--- src/rtl/tree_spawn_if.sv ---
// tree_spawn_if: bundles the frame/collision inputs and the placement and
// visibility outputs exchanged between the tree spawn controller and the
// game controller / tree object / drawing mux.
//   master : the spawn controller (drives position, visibility, score)
//   slave  : the surrounding game logic (drives frame, collide, enable)
interface tree_spawn_if #(
    parameter int SCORE_WIDTH = 8
);
    logic                   startOfFrame;
    logic                   edgeCollide;
    logic                   enable;
    logic signed [10:0]     topLeftX;
    logic                   objectActive;
    logic                   respawnPulse;
    logic [SCORE_WIDTH-1:0] treesPassed;

    modport master (
        input  startOfFrame,
        input  edgeCollide,
        input  enable,
        output topLeftX,
        output objectActive,
        output respawnPulse,
        output treesPassed
    );

    modport slave (
        output startOfFrame,
        output edgeCollide,
        output enable,
        input  topLeftX,
        input  objectActive,
        input  respawnPulse,
        input  treesPassed
    );
endinterface

--- src/rtl/tree_spawn_controller.sv ---
// tree_spawn_controller: places a falling tree at a pseudo-random X after it
// leaves the bottom of the screen, keeps it hidden for a programmable number
// of frames, and counts completed falls.
//
// Optional feature macro: TREE_SPAWN_SCORE_EN
//   defined   -> saturating treesPassed counter is built
//   undefined -> no counter logic, treesPassed is tied to zero
module tree_spawn_controller #(
    parameter int          SCREEN_WIDTH         = 640,
    parameter int          OBJECT_WIDTH_X       = 100,
    parameter int          INIT_X               = 270,
    parameter int          RESPAWN_DELAY_FRAMES = 30,
    parameter logic [15:0] LFSR_SEED            = 16'hACE1,
    parameter int          SCORE_WIDTH          = 8
) (
    input  logic          clk,
    input  logic          resetN,
    tree_spawn_if.master  bus
);

    // Rightmost legal left edge so the whole tree stays on screen.
    localparam int MAX_X = SCREEN_WIDTH - OBJECT_WIDTH_X - 1;

    // Delay counter only needs to hold RESPAWN_DELAY_FRAMES; keep at least 1 bit.
    localparam int DCW = (RESPAWN_DELAY_FRAMES > 0) ? $clog2(RESPAWN_DELAY_FRAMES + 1) : 1;

    // Galois feedback mask for x^16 + x^14 + x^13 + x^11 (right-shifting form).
    localparam logic [15:0] TAP_MASK = 16'hB400;

    typedef enum logic [1:0] {
        IDLE         = 2'd0,
        ACTIVE       = 2'd1,
        WAIT_RESPAWN = 2'd2
    } state_t;

    state_t           state_reg, state_next;
    logic [10:0]      x_reg, x_next;
    logic             active_reg, active_next;
    logic             pulse_reg, pulse_next;
    logic [DCW-1:0]   delay_reg, delay_next;
    logic [15:0]      lfsr_reg, lfsr_next;
    logic [15:0]      lfsr_step;

    logic [10:0]      cand;
    logic [10:0]      wrapped_x;
    logic [10:0]      new_x;
    logic             collide_taken;

    // ------------------------------------------------------------------
    // LFSR: one Galois shift per cycle; each bit takes its upper neighbour,
    // XORed with the outgoing LSB where the polynomial has a tap.
    // ------------------------------------------------------------------
    for (genvar gi = 0; gi < 16; gi++) begin : g_lfsr_bit
        if (gi == 15) begin : g_top
            assign lfsr_step[gi] = lfsr_reg[0] & TAP_MASK[gi];
        end else begin : g_mid
            assign lfsr_step[gi] = lfsr_reg[gi+1] ^ (lfsr_reg[0] & TAP_MASK[gi]);
        end
    end

    // An all-zero LFSR would lock up, so a zero value reloads the seed.
    always_comb begin
        lfsr_next = lfsr_step;
        if (lfsr_reg == 16'h0000) begin
            lfsr_next = LFSR_SEED;
        end
    end

    // ------------------------------------------------------------------
    // Position: fold the 10-bit candidate into 0..MAX_X with a single
    // subtraction; anything still out of range (only possible for narrow
    // playfields) is clamped to the right edge.
    // ------------------------------------------------------------------
    assign cand = {1'b0, lfsr_reg[9:0]};

    // Wrap-then-clamp of the LFSR candidate into the legal X range.
    always_comb begin
        wrapped_x = cand;
        if (cand > 11'(MAX_X)) begin
            wrapped_x = cand - 11'(MAX_X + 1);
        end
        new_x = wrapped_x;
        if (wrapped_x > 11'(MAX_X)) begin
            new_x = 11'(MAX_X);
        end
    end

    // A collision only counts while the tree is live and the game runs;
    // a simultaneous disable wins.
    assign collide_taken = bus.enable && (state_reg == ACTIVE) && bus.edgeCollide;

    // ------------------------------------------------------------------
    // FSM next-state and next-output logic.
    // ------------------------------------------------------------------
    always_comb begin
        state_next  = state_reg;
        x_next      = x_reg;
        active_next = active_reg;
        pulse_next  = 1'b0;
        delay_next  = delay_reg;

        if (!bus.enable) begin
            // Park: hide the tree and drop any pending respawn, keep X.
            state_next  = IDLE;
            active_next = 1'b0;
            delay_next  = '0;
        end else begin
            case (state_reg)
                IDLE: begin
                    state_next  = ACTIVE;
                    active_next = 1'b1;
                end

                ACTIVE: begin
                    active_next = 1'b1;
                    if (collide_taken) begin
                        x_next = new_x;
                        if (RESPAWN_DELAY_FRAMES > 0) begin
                            state_next  = WAIT_RESPAWN;
                            active_next = 1'b0;
                            delay_next  = DCW'(RESPAWN_DELAY_FRAMES);
                        end else begin
                            pulse_next = 1'b1;
                        end
                    end
                end

                WAIT_RESPAWN: begin
                    // Only frame boundaries after the collision cycle count.
                    active_next = 1'b0;
                    if (bus.startOfFrame) begin
                        if (delay_reg <= DCW'(1)) begin
                            state_next  = ACTIVE;
                            active_next = 1'b1;
                            pulse_next  = 1'b1;
                            delay_next  = '0;
                        end else begin
                            delay_next = delay_reg - DCW'(1);
                        end
                    end
                end

                default: begin
                    state_next  = IDLE;
                    active_next = 1'b0;
                    delay_next  = '0;
                end
            endcase
        end
    end

    // State and output registers with synchronous active-low reset.
    always_ff @(posedge clk) begin
        if (!resetN) begin
            state_reg  <= IDLE;
            x_reg      <= 11'(INIT_X);
            active_reg <= 1'b0;
            pulse_reg  <= 1'b0;
            delay_reg  <= '0;
        end else begin
            state_reg  <= state_next;
            x_reg      <= x_next;
            active_reg <= active_next;
            pulse_reg  <= pulse_next;
            delay_reg  <= delay_next;
        end
    end

    // Free-running LFSR, advances in every state including IDLE.
    always_ff @(posedge clk) begin
        if (!resetN) begin
            lfsr_reg <= LFSR_SEED;
        end else begin
            lfsr_reg <= lfsr_next;
        end
    end

`ifdef TREE_SPAWN_SCORE_EN
    logic [SCORE_WIDTH-1:0] score_reg;

    // Saturating count of collisions that were accepted.
    always_ff @(posedge clk) begin
        if (!resetN) begin
            score_reg <= '0;
        end else if (collide_taken && (score_reg != {SCORE_WIDTH{1'b1}})) begin
            score_reg <= score_reg + 1'b1;
        end
    end

    assign bus.treesPassed = score_reg;
`else
    assign bus.treesPassed = '0;
`endif

    assign bus.topLeftX     = $signed(x_reg);
    assign bus.objectActive = active_reg;
    assign bus.respawnPulse = pulse_reg;

endmodule

--- src/flat_wrapper.sv ---
// flat-port wrapper written by rule: the top's interface ports become plain ports
module tree_spawn_controller_flat 
#(
    parameter int          SCREEN_WIDTH         = 640,
    parameter int          OBJECT_WIDTH_X       = 100,
    parameter int          INIT_X               = 270,
    parameter int          RESPAWN_DELAY_FRAMES = 30,
    parameter logic [15:0] LFSR_SEED            = 16'hACE1,
    parameter int          SCORE_WIDTH          = 8
)
  (clk, resetN, bus_startOfFrame, bus_edgeCollide, bus_enable, bus_topLeftX, bus_objectActive, bus_respawnPulse, bus_treesPassed);
  tree_spawn_if #(.SCORE_WIDTH(SCORE_WIDTH)) bus_i ();
  input  logic clk;
  input  logic resetN;
  input wire logic [$bits(bus_i.startOfFrame)-1:0] bus_startOfFrame;
  input wire logic [$bits(bus_i.edgeCollide)-1:0] bus_edgeCollide;
  input wire logic [$bits(bus_i.enable)-1:0] bus_enable;
  output wire logic [$bits(bus_i.topLeftX)-1:0] bus_topLeftX;
  output wire logic [$bits(bus_i.objectActive)-1:0] bus_objectActive;
  output wire logic [$bits(bus_i.respawnPulse)-1:0] bus_respawnPulse;
  output wire logic [$bits(bus_i.treesPassed)-1:0] bus_treesPassed;
  assign bus_i.startOfFrame = bus_startOfFrame;
  assign bus_i.edgeCollide = bus_edgeCollide;
  assign bus_i.enable = bus_enable;
  assign bus_topLeftX = bus_i.topLeftX;
  assign bus_objectActive = bus_i.objectActive;
  assign bus_respawnPulse = bus_i.respawnPulse;
  assign bus_treesPassed = bus_i.treesPassed;
  tree_spawn_controller #(.SCREEN_WIDTH(SCREEN_WIDTH), .OBJECT_WIDTH_X(OBJECT_WIDTH_X), .INIT_X(INIT_X), .RESPAWN_DELAY_FRAMES(RESPAWN_DELAY_FRAMES), .LFSR_SEED(LFSR_SEED), .SCORE_WIDTH(SCORE_WIDTH)) u_core (.clk(clk), .resetN(resetN), .bus(bus_i));
endmodule
--- config.mk ---
export PLATFORM = sky130hd
export DESIGN_NAME = tree_spawn_controller_flat
export DESIGN_NICKNAME = d
export VERILOG_FILES = /design/src/rtl/tree_spawn_if.sv /design/src/rtl/tree_spawn_controller.sv /design/src/flat_wrapper.sv
export SDC_FILE = /design/constraint.sdc
export NUM_CORES = 1
export LEC_CHECK = 0
export CAP_MARGIN = 20
export CORE_MARGIN = 10
export CORE_UTILIZATION = 50
export CTS_CLUSTER_DIAMETER = 100
export DETAILED_ROUTE_END_ITERATION = 8
export GPL_ROUTABILITY_DRIVEN = 0
export HOLD_SLACK_MARGIN = 0.15
export PLACE_DENSITY = 0.75
export SLEW_MARGIN = 5
export SYNTH_ARGS = -nofsm -noshare
export SYNTH_HDL_FRONTEND = slang
export SYNTH_SLANG_ARGS = --single-unit
--- constraint.sdc ---
create_clock -name clk -period 2.5 [get_ports clk]
set_input_delay 0.5 -clock clk [delete_from_list [all_inputs] [get_ports clk]]
set_output_delay 0.5 -clock clk [all_outputs]
set_load 0.02 [all_outputs]
==> flow_summary_export.csv <==
group,metric,value,unit
sta,setup_total_negative_slack,0,ns
clock_tree,clockRootBuffer,"clkbuf_4",
setup_path,start_kind,"flip-flop",
detailed_routing,detailedRoute.firstIterationViolations,69,
detailed_routing,route.detailed.wl_per_inst,13.4,µm
final_layout,finish.cell_count_without_fillers,267,
final_layout,n_antenna_cell,0,
setup_path,buf_inv_on_cp,2,
die,die_height,79.2,µm
final_layout,area_of_combinational_cells_with_multiple_inputs,906,µm²
power,leakage_dissipation,0.762,nW
grt,grt_pass1_vias,1337,
die,die_x,79.2,µm
logic_synthesis,synth_compound_gate_area_share,0.183,
die,boundaryPins,26,
sta,fmax,0.481,GHz
clock_tree,holdBufCountCts,0,
logic_synthesis,fraction_of_synthesized_cell_area_in_xor_and_xnor_cells,0.0200,
logic_synthesis,combinational_family_with_the_most_area_after_synthesis,"simple AND/OR/NAND/NOR gates",
logic_synthesis,synth-adder-area-share,0.0642,
clock_tree,path_clk_slew,0.10,ns
final_layout,number_of_fillers_in_the_final_layout,305,
clock_tree,clk_latency,0.33,ns
detailed_routing,routed_wl,3580,µm
logic_synthesis,post_synth_instance_area,1750,µm²
logic_synthesis,synth-simple-area-share,0.232,
run,max_cap_viol_count,0,
sta,worst_slew_pin_slew,0.517,ns
min_path,worst_min_path_class,"flip-flop to flip-flop",
setup_path,cp_top_family,"compound AO/OA/AOI/OAI gates",
logic_synthesis,postSynthRegisterBits,36,
clock_tree,tritoncts.num_buffers,5,
setup_path,critical_path.endpoint_type,"flip-flop",
setup_path,worstSetupPathType,"flip-flop to flip-flop",
grt,antenna_violations_before_repair,0,
setup_path,timing.critical_path.fanout_max,7,
clock_tree,htree_num_levels,2,
die,floorplan.die_area,6280,µm²
placed_design,dp_hpwl,2740,µm
detailed_routing,ant_nets,0,
final_layout,leading_cell_types_in_the_layout_fill_and_taps_excluded,"36 x dfxtp_1, 20 x nand2_1, 17 x clkdlybuf4s50_1, 14 x inv_1, 12 x nor2_1",
grt,grt_start_max_net_pins,13,
setup_path,cp_slowest_cell,"dfxtp_1",
logic_synthesis,synthFlopType,"dfxtp_1",
final_layout,layout.cells.most_common,"dfxtp_1",
sta,clock-skew-final,0.00904,ns
detailed_routing,detail_route.vias_per_cell,5.15,
logic_synthesis,fraction_of_registers_with_async_set_or_reset_after_synthesis,0,
logic_synthesis,synth_unique_cells,45,
setup_path,reg2reg_slack,0.42,ns
power,pwrdens,534,nW/µm²
clock_tree,cts.path.max_buffers,2,
logic_synthesis,synth-seq-area-share,0.411,
power,power.total,1.07,mW
placed_design,numPlacedInstances,259,
grt,grt-ovfl-total,0,
clock_tree,post_cts.repair.setup_buffers,0,
logic_synthesis,synth_edf_count,0,
logic_synthesis,netlist_instances,201,
final_layout,flip_flop_count_of_the_largest_register_after_layout,16,
die,core,3360,µm²
logic_synthesis,post_synth.cell_area_avg,8.73,µm²
clock_tree,cts.sink_count,36,
final_layout,final_nets,234,
setup_path,worstPathRequired,2.71,ns
sta,max-slew-margin-rel,0.652,
final_layout,flow.area_growth_from_synthesis,13.9,%
detailed_routing,detailedRoute.firstPassIterationCount,4,
grt,gr-usage-all-layers,0.121,
power,peakVddDrop,358,µV
placed_design,placement.io_buffers,17,
sta,setup_viol,0,
setup_path,crit_path_max_incr_delay,0.46,ns
sta,slew_viol_final,0,
sta,period_needed,2.08,ns
outcome,result_of_the_run,"finished, final reports clean",
setup_path,cp_cell_sequence,"inv_1 -> ha_1 -> and3_1 -> o311ai_0 -> buf_4 -> a31oi_1 -> nor2_2 -> a41oi_2",
clock_tree,tritoncts,"built",
sta,rsz0062_at_grt,"no",
die,row_count,21,
final_layout,post_route_cells_drive_above_1_share,0.0860,
die,initial_core_util,0.522,
detailed_routing,route.detailed.drc,0,
detailed_routing,vias,1375,
grt,global_route_wire_length_before_repair,6190,µm
sta,final.period_utilization,0.832,
final_layout,regArea,721,µm²
logic_synthesis,yosysWarnings,0,
logic_synthesis,muxShareOfSynthArea,0,
setup_path,cp.arrival,2.29,ns
sta,hold_viol,0,
clock_tree,post_cts_resized,0,
[kinds of logic (layout without fill, tap and decap cells)]
logic type,Yosys count,in the layout
AND/OR/NAND/NOR,75,75
AO/OA/AOI/OAI,46,46
flip-flops,36,36
buffers and inverters,30,43
adder cells (fa/ha/maj),9,9
XOR/XNOR,4,4
other,1,8
[layout make-up]
cell class / count / share of cell area
flip-flops and latches: 36 / 0.361
clock inverters: 2 / 0.00501
clock buffers: 6 / 0.0257
well taps: 46 / 0.0288
repair buffers: 21 / 0.100
inverters: 14 / 0.0263
multi-input cells: 142 / 0.453
[per-layer routing]
metal	wire length, µm	up-vias	track usage
met5	0	-	0
met4	65	0	0.0484
met3	263	8	0.0619
met2	1550	31	0.170
met1	1690	614	0.151
li1	-	722	-
[synthesized netlist by cell type (3+ instances only)]
cell type	instances	share of area
ha_1	9	0.064
o21ai_0	7	0.020
nand3_1	6	0.017
nor2_1	12	0.026
nand2b_1	6	0.021
and2_1	10	0.036
o31ai_1	3	0.013
a31oi_1	7	0.025
nor3_1	6	0.017
and3_1	4	0.014
clkbuf_1	4	0.0086
nand2_1	20	0.043
inv_1	14	0.030
dfxtp_1	36	0.41
a21oi_1	11	0.031
buf_4	8	0.034
[report_power, final]
part / switching (mW) / total [mW] / internal (mW)
sequential: 0.0277 / 0.626 / 0.598
clock: 0.187 / 0.320 / 0.134
combinational: 0.0685 / 0.121 / 0.0522
total: 0.283 / 1.07 / 0.784
[final timing paths]
| path | startpoint | endpoint | depth (start not counted) |
|---|---|---|---|
| min reg2reg | u_core.lfsr_reg[12]$_SDFF_PP0_ | u_core.lfsr_reg[11]$_SDFF_PP1_ | 1 |
| max reg2reg | u_core.lfsr_reg[2]$_SDFF_PP0_ | u_core.bus.topLeftX[1]$_SDFFE_PN1P_ | 8 |
| min | u_core.lfsr_reg[12]$_SDFF_PP0_ | u_core.lfsr_reg[11]$_SDFF_PP1_ | 1 |
| max | u_core.lfsr_reg[2]$_SDFF_PP0_ | u_core.bus.topLeftX[1]$_SDFFE_PN1P_ | 8 |
[stage by stage]
stage	instance area (µm²)	util	hold WS, ns	worst slack (ns)
final	2000	0.594	0.444	0.419
after floorplan	1780	-	0.412	0.631
after global placement	1940	0.576	0.423	0.376
after CTS	2000	0.594	0.452	0.424
after detailed placement	1940	0.576	0.426	0.352
after global routing	2000	0.594	0.477	0.245
Power figures use the tool's default switching activity.
